[config.mk]
export PLATFORM = sky130hd
export DESIGN_NAME = game_seq_ctrl
export DESIGN_NICKNAME = d
export VERILOG_FILES = /design/src/rtl/game_seq_ctrl.sv
export SDC_FILE = /design/constraint.sdc
export NUM_CORES = 1
export LEC_CHECK = 0
export ABC_AREA = 1
export BUFFER_PORTS_ARGS = -buffer_cell sky130_fd_sc_hd__buf_4
export CAP_MARGIN = 20
export CORE_UTILIZATION = 45
export CTS_BUF_LIST = sky130_fd_sc_hd__clkbuf_16
export DETAILED_ROUTE_END_ITERATION = 10
export GPL_ROUTABILITY_DRIVEN = 0
export PLACE_DENSITY_LB_ADDON = 0.25
export REMOVE_ABC_BUFFERS = 1
export SLEW_MARGIN = 15
export SYNTH_ARGS = -nofsm -noshare
export SYNTH_HDL_FRONTEND = slang
export SYNTH_SLANG_ARGS = --single-unit
[constraint.sdc]
create_clock -name clk -period 2.3 [get_ports clk]
set_input_delay 0.115 -clock clk [delete_from_list [all_inputs] [get_ports clk]]
set_output_delay 0.115 -clock clk [all_outputs]
set_load 0.02 [all_outputs]
[src/rtl/game_seq_ctrl.sv]
// ---------------------------------------------------------------------------
// game_seq_ctrl
//
// Top-level sequencer for a one-player bar-and-ball game. It decides when the
// animation runs and keeps the score, the remaining balls and the wait timer
// that runs between balls.
//
// States (output encoding):
//   00 NEWGAME - frozen, waiting for any button to start a game
//   01 PLAY    - animation running, hits score and misses cost a ball
//   10 NEWBALL - frozen after a miss; after the wait, a button serves again
//   11 OVER    - frozen after the last ball; after the wait, back to NEWGAME
//
// Ports
//   clk        in   1  system clock, all state changes on the rising edge
//   reset      in   1  asynchronous, active-high reset
//   btn        in   2  player buttons, level sensitive, synchronous to clk
//   refr_tick  in   1  one-clock pulse per video frame
//   hit        in   1  one-clock pulse, ball struck the bar
//   miss       in   1  one-clock pulse, ball passed the bar
//   gra_still  out  1  freezes the animation datapath when 1
//   dig1       out  4  BCD score, tens digit
//   dig0       out  4  BCD score, units digit
//   ball       out  2  balls remaining
//   state      out  2  current state, encoding above
//
// Parameters
//   LIVES        balls per game (1..3)
//   WAIT_FRAMES  frames to wait after a miss (1..255)
//
// Every output comes straight from a register or is decoded from the state
// register only, so nothing on the inputs reaches the outputs combinationally.
// ---------------------------------------------------------------------------
module game_seq_ctrl #(
    parameter int LIVES       = 3,
    parameter int WAIT_FRAMES = 120
) (
    input  logic       clk,
    input  logic       reset,
    input  logic [1:0] btn,
    input  logic       refr_tick,
    input  logic       hit,
    input  logic       miss,
    output logic       gra_still,
    output logic [3:0] dig1,
    output logic [3:0] dig0,
    output logic [1:0] ball,
    output logic [1:0] state
);

    typedef enum logic [1:0] {
        ST_NEWGAME = 2'b00,
        ST_PLAY    = 2'b01,
        ST_NEWBALL = 2'b10,
        ST_OVER    = 2'b11
    } state_t;

    localparam logic [1:0] W_LIVES = 2'(LIVES);
    localparam logic [7:0] W_WAIT  = 8'(WAIT_FRAMES);

    // -----------------------------------------------------------------------
    // Registers and their next values
    // -----------------------------------------------------------------------
    state_t     r_state,  w_state_next;
    logic [3:0] r_dig1,   w_dig1_next;
    logic [3:0] r_dig0,   w_dig0_next;
    logic [1:0] r_ball,   w_ball_next;
    logic [7:0] r_timer,  w_timer_next;

    logic       w_btn_any;
    logic       w_timer_zero;
    logic       w_score_max;

    assign w_btn_any    = (btn != 2'b00);
    assign w_timer_zero = (r_timer == 8'd0);
    assign w_score_max  = (r_dig1 == 4'd9) && (r_dig0 == 4'd9);

    // -----------------------------------------------------------------------
    // State register
    // -----------------------------------------------------------------------
    always_ff @(posedge clk or posedge reset) begin
        if (reset) begin
            r_state <= ST_NEWGAME;
            r_dig1  <= 4'd0;
            r_dig0  <= 4'd0;
            r_ball  <= W_LIVES;
            r_timer <= 8'd0;
        end else begin
            r_state <= w_state_next;
            r_dig1  <= w_dig1_next;
            r_dig0  <= w_dig0_next;
            r_ball  <= w_ball_next;
            r_timer <= w_timer_next;
        end
    end

    // -----------------------------------------------------------------------
    // Next-state and datapath logic
    // -----------------------------------------------------------------------
    always_comb begin
        w_state_next = r_state;
        w_dig1_next  = r_dig1;
        w_dig0_next  = r_dig0;
        w_ball_next  = r_ball;

        // Free-running frame countdown that parks at zero. A load in PLAY
        // overrides it below, so a tick on the load clock is lost.
        if (refr_tick && !w_timer_zero) begin
            w_timer_next = r_timer - 8'd1;
        end else begin
            w_timer_next = r_timer;
        end

        case (r_state)
            ST_NEWGAME: begin
                if (w_btn_any) begin
                    w_state_next = ST_PLAY;
                    w_dig1_next  = 4'd0;
                    w_dig0_next  = 4'd0;
                    w_ball_next  = W_LIVES;
                end
            end

            ST_PLAY: begin
                // A miss takes priority over a hit in the same clock.
                if (miss) begin
                    w_timer_next = W_WAIT;
                    if (r_ball > 2'd1) begin
                        w_ball_next  = r_ball - 2'd1;
                        w_state_next = ST_NEWBALL;
                    end else begin
                        w_ball_next  = 2'd0;
                        w_state_next = ST_OVER;
                    end
                end else if (hit && !w_score_max) begin
                    if (r_dig0 == 4'd9) begin
                        w_dig0_next = 4'd0;
                        w_dig1_next = r_dig1 + 4'd1;
                    end else begin
                        w_dig0_next = r_dig0 + 4'd1;
                    end
                end
            end

            ST_NEWBALL: begin
                // Uses the registered timer, so a button held while the
                // count reaches zero serves on the following clock.
                if (w_timer_zero && w_btn_any) begin
                    w_state_next = ST_PLAY;
                end
            end

            ST_OVER: begin
                if (w_timer_zero) begin
                    w_state_next = ST_NEWGAME;
                end
            end

            default: begin
                w_state_next = ST_NEWGAME;
            end
        endcase
    end

    // -----------------------------------------------------------------------
    // Outputs
    // -----------------------------------------------------------------------
    assign gra_still = (r_state != ST_PLAY);
    assign dig1      = r_dig1;
    assign dig0      = r_dig0;
    assign ball      = r_ball;
    assign state     = r_state;

endmodule

* Yosys cells after proc, flatten, opt, wreduce, memory -nomap -nowiden
Index checks and enable logic that the tools add are counted.
** Storage, ports and cells
- Input bits :: 7
- Word-level logic and storage cells :: 59
- Register bits :: 20
- Output and inout port bits :: 13
** Cells by class
- Reduce and logical (&&, ||, !) cells :: 14
- Magnitude comparators :: 1
- Equal/unequal tests :: 13
- Add/sub/neg operators :: 4
- Muxes and demuxes :: 22
** Operators by type and width (number)
- two-way mux 4 bit :: 7
- two-way mux 8 bit :: 3
- one-hot mux 4 bit (2 select lines) :: 2
- two-way mux 2 bit :: 7
- inequality test 2 bit (second input constant) :: 7
- adder 4 x 1 -> 4 bit (second input constant) :: 2
- equality test 4 bit (second input constant) :: 2
- logical NOT 8 bit :: 1
- one-hot mux 2 bit (4 select lines) :: 1
- AND reduction 4 bit :: 2
- subtractor 8 x 1 -> 8 bit (second input constant) :: 1
- AND reduction 5 bit :: 1
- equality test 2 bit (second input constant) :: 2
- logical AND 1 bit :: 4
- one-hot mux 2 bit (2 select lines) :: 1
- nonzero test 2 bit :: 2
- AND reduction 3 bit :: 1
- equality test 2 x 1 -> 1 bit (second input constant) :: 1
- > comparator 2 x 1 -> 1 bit (second input constant) :: 1
- logical NOT 1 bit :: 2
- logical NOT 2 bit :: 1
- inequality test 2 x 1 -> 1 bit (second input constant) :: 1
- subtractor 2 x 1 -> 2 bit (second input constant) :: 1
- two-way mux 1 bit :: 1

* Logic depth before layout (Yosys ltp)
- Depth after elaboration :: 7
- Depth in mapped cells :: 9
- Mapped depth without buffers :: 9

* Least setup slack after synthesis
Ideal clock, no wire load.
- Path kind :: register to register
- Start :: reg r_dig0[0], in the netlist dig0[0]
- End :: reg r_dig1[0], in the netlist dig1[0]
- Required time :: 2.179 ns
- Buffers on the path :: 0
- Setup time :: 0.121 ns
- Period minus slack after synthesis :: 1.426 ns
- Cell stages (with the launch flop) :: 9
- Setup slack :: 0.874 ns
- Arrival :: 1.305 ns
- Path through :: dfrtp_1 -> ha_1 -> nand2_1 -> nor2_4 -> inv_1 -> nand2_1 -> nand3_4 -> nand2_1 -> o21ai_1
** On the way
- Cells in the longest elaborated chain, start to end :: 6
- Elaborated cells between the ends (all ways) :: 7
- Classes of those cells :: eq/ne (3); reduce/logical (4)
** RTL lines
- from (decl) :: RTL line 66 : logic [3:0] r_dig0, w_dig0_next;
- from (signal assigned) :: RTL line 91 : r_dig0 <= w_dig0_next;
- equality test 4 bit * :: RTL line 76, 136
- logical AND 1 bit :: RTL line 76 : assign w_score_max = (r_dig1 == 4'd9) && (r_dig0 == 4'd9);
- logical NOT 1 bit :: RTL line 135 : end else if (hit && !w_score_max) begin
- logical AND 1 bit :: RTL line 135
- inequality test 2 bit (no source line)
- AND reduction 5 bit (no source line) *
- to (signal assigned) :: RTL line 90 : r_dig1 <= w_dig1_next;
- to (decl) :: RTL line 65 : logic [3:0] r_dig1, w_dig1_next;
Mark *: on every way between the ends. The rest lies on a longest branch, timed or not.
A chain may end at the register's enable or synchronous reset.

* Final worst setup path
- Start :: reg r_dig0[1], in the netlist dig0[1]
- End :: reg r_dig1[0], in the netlist dig1[0]
Same word-level chain as after synthesis.

==> impl_metrics.json <==
{
  "outcome": "finished, violations left",
  "violations": "hold timing",
  "pin_count": 20,
  "cts_max_path_bufs": 2,
  "initial_core_util": 0.497,
  "detailedRoute.firstIterationViolations": 37,
  "crit_path_end_kind": "flip-flop",
  "period_minus_slack_ns": 1.45,
  "holdCritPathClass": "in2async",
  "max_transition_viols_final": 0,
  "power_switching_share": 0.440,
  "routed_wirelength_um": 2610,
  "clock-skew-final_ns": 0.00205,
  "wl_per_cell_um": 12.2,
  "drc": 0,
  "pwr-share-seq": 0.335,
  "power_report.internal_total_mw": 1.06,
  "cellPowerDensity_mw_per_mm2": 1240,
  "via_count_of_the_first_global_routing_pass": 1104,
  "setup.reg_to_reg.worst_slack_ns": 0.85,
  "hpwlAfterDp_um": 2010,
  "synth_top_flop_cell": "sky130_fd_sc_hd__dfrtp_1",
  "synthesis.area_mm2": 0.00127,
  "cp-start-kind": "flip-flop",
  "final_cell_mix": "sky130_fd_sc_hd__nand2_1 (44), sky130_fd_sc_hd__inv_1 (21), sky130_fd_sc_hd__buf_4 (19)",
  "regToRegStartpoint": "dig0[1]",
  "yosys_warnings": 0,
  "cp_max_fanout": 8,
  "synthSimpleGateAreaFrac": 0.326,
  "post-place-ws_ns": 0.846,
  "path_class": "reg2reg",
  "multiInputGateArea_um2": 671,
  "cp.arrival_ns": 1.59,
  "row_count": 18,
  "ir_drop_v": 0.000821,
  "vias_per_inst": 5.14,
  "dpl_cell_area_mm2": 0.00144,
  "worst_slew_margin_rel": 0.501,
  "synth_compound_gate_area_share": 0.121,
  "postSynthCellCount": 163,
  "p_r_area_growth_vs_syn_pct": 19.4,
  "ctsRootBufferMaster": "sky130_fd_sc_hd__clkbuf_16",
  "ctsHoldBuffers": 0,
  "die_area_mm2": 0.00305,
  "fin_tns_setup_ns": 0,
  "global_route.overflow_total": 0,
  "setup_viol_count_final": 0,
  "final_critical_path_setup_slack_ns": 0.845,
  "final.hold.worst_slack_ns": -0.00324,
  "grt_first_pass_wirelength_um": 4690,
  "ctsHtreeMaxLevel": 1,
  "fp.coreArea_mm2": 0.00257,
  "synth_top_family_by_area": "simple AND/OR/NAND/NOR gates",
  "drtPass1Iterations": 4,
  "mostFrequentLayoutCell": "sky130_fd_sc_hd__nand2_1",
  "grt.total_usage": 0.188,
  "dieWidth_um": 55.2,
  "fin_area_mm2": 0.00152,
  "nNetsFinal": 199,
  "layout-drive-gt1-share": 0.238,
  "ctsResizeCount": 0,
  "synth_seq_cells": 20,
  "layout.filler_cells": 247,
  "synth_cell_types": 26,
  "cts.clk_slew.worst_paths_ns": 0.05,
  "register_area_um2": 503,
  "clockPowerShare": 0.189,
  "cts_tree": "yes",
  "antenna_cells": 0,
  "synthesis.area_per_instance_um2": 7.82,
  "async_reset_ff_frac": 1.00,
  "die_height_um": 55.2,
  "switching_power_mw": 0.829,
  "cts_sinks": 20,
  "tritoncts.num_buffers": 3,
  "cellLeakagePower_nw": 0.762,
  "rr_endpoint": "dig1[0]",
  "final_hold_viol_count": 2,
  "cap_viol_max_count": 0,
  "timing_worst_slew_pin_value_ns": 0.747,
  "max_freq_mhz": 688,
  "grt_start_max_net_pins": 21,
  "grt_setup_unrepaired": "no",
  "detailroute.via_count": 1105,
  "grt_antenna_before_repair": 0,
  "r2r.worst_path.cells": 9,
  "post-cts-setup-buffer-count": 0,
  "synthAdderAreaFrac": 0.0589,
  "final_min_period_over_clock_period": 0.632,
  "clkLatencyLatePin_ns": 0.25,
  "synth.mux.area_fraction": 0,
  "crit_required_ns": 2.43,
  "worst_setup_path_startpoint": "dig0[1]",
  "numPortBuffers": 19,
  "post_synthesis_share_of_cell_area_spent_on_xor_and_xnor_gates": 0.0206,
  "number_of_flops_mapped_to_enable_cells_by_yosys": 0,
  "combPwrFrac": 0.476,
  "synth.yosys.seq_area_share": 0.395,
  "detail-route-antenna-nets": 0
}
==> flip-flops by register name, indices dropped and copies added, names as in the netlist <==
| name | count |
|---|---|
| dig1 | 4 |
| state | 2 |
| r_timer | 8 |
| dig0 | 4 |
| ball | 2 |
==> cell families (layout without fill, tap and decap cells) <==
family                     Yosys count  after routing
AOI/OAI and AO/OA                   25             25
xor gates and xnor gates             3              3
adders and majority gates            6              6
buffers and inverters               25             47
DFF                                 20             20
and+or+nand+nor                     84             84
==> worst max-delay path, cell delays in order (launching register included) <==
cell	delay [ns]
sky130_fd_sc_hd__dfrtp_1	0.42
sky130_fd_sc_hd__inv_1	0.07
sky130_fd_sc_hd__ha_1	0.13
sky130_fd_sc_hd__nand2_1	0.08
sky130_fd_sc_hd__nor2_4	0.17
sky130_fd_sc_hd__inv_1	0.08
sky130_fd_sc_hd__nand2_1	0.10
sky130_fd_sc_hd__nand3_4	0.13
sky130_fd_sc_hd__nand2_1	0.08
sky130_fd_sc_hd__o21ai_1	0.07
==> routing by layer <==
| metal | share of wire | global-route usage | vias to the layer above |
|---|---|---|---|
| li1 | - | - | 568 |
| met5 | 0 | 0 | - |
| met1 | 0.45 | 0.248 | 491 |
| met3 | 0.067 | 0.0304 | 4 |
| met4 | 0.011 | 0.0429 | 0 |
| met2 | 0.47 | 0.322 | 42 |
==> final cells by class <==
type,count,area share
tap,30,0.0247
timing repair buffer,19,0.0937
clock inverter,1,0.00247
inverter,24,0.0592
clock buffer,3,0.0493
sequential,20,0.330
multi-input combinational,118,0.440
==> metrics by stage <==
| stage | power (mW) | util | cells |
|---|---|---|---|
| after global placement | 1.51 | 0.562 | 211 |
| after floorplan | 1.26 | - | 162 |
| after global routing | 2.05 | 0.593 | 215 |
| final | 1.89 | 0.593 | 215 |
| after detailed placement | 1.53 | 0.562 | 211 |
| after CTS | 1.89 | 0.593 | 215 |
==> worst max path at each step <==
stage | end | depth (start not counted)
final | dig1[0] | 9
after global routing | dig1[0] | 9
after floorplan | dig0[3] | 8
after CTS | dig1[0] | 9
after detailed placement | dig1[0] | 9
after global placement | dig1[0] | 9
==> power by group through the flow <==
stage | logic, mW | registers, mW | clock network [mW]
floorplan | 0.587 | 0.673 | 0
global placement | 0.876 | 0.631 | 0
detailed placement | 0.900 | 0.633 | 0
CTS | 0.905 | 0.629 | 0.360
global route | 1.02 | 0.655 | 0.371
finish | 0.898 | 0.632 | 0.356
==> cell usage after synthesis (2+ instances only) <==
cell type	count	area, um^2
sky130_fd_sc_hd__nand2_1	44	165
sky130_fd_sc_hd__inv_1	21	78.8
sky130_fd_sc_hd__dfrtp_1	18	450
sky130_fd_sc_hd__nor2_1	15	56.3
sky130_fd_sc_hd__o21ai_0	7	35.0
sky130_fd_sc_hd__o21ai_1	7	35.0
sky130_fd_sc_hd__ha_1	6	75.1
sky130_fd_sc_hd__nand3_1	6	30.0
sky130_fd_sc_hd__a21oi_1	4	20.0
sky130_fd_sc_hd__nand4_1	4	25.0
sky130_fd_sc_hd__o211ai_1	4	30.0
sky130_fd_sc_hd__or2_2	4	25.0
sky130_fd_sc_hd__inv_2	3	11.3
sky130_fd_sc_hd__nand2_2	3	18.8
sky130_fd_sc_hd__nor2_4	3	33.8
sky130_fd_sc_hd__dfstp_2	2	52.6
sky130_fd_sc_hd__o21ai_2	2	17.5
sky130_fd_sc_hd__xor2_1	2	17.5
Power figures use the tool's default switching activity.
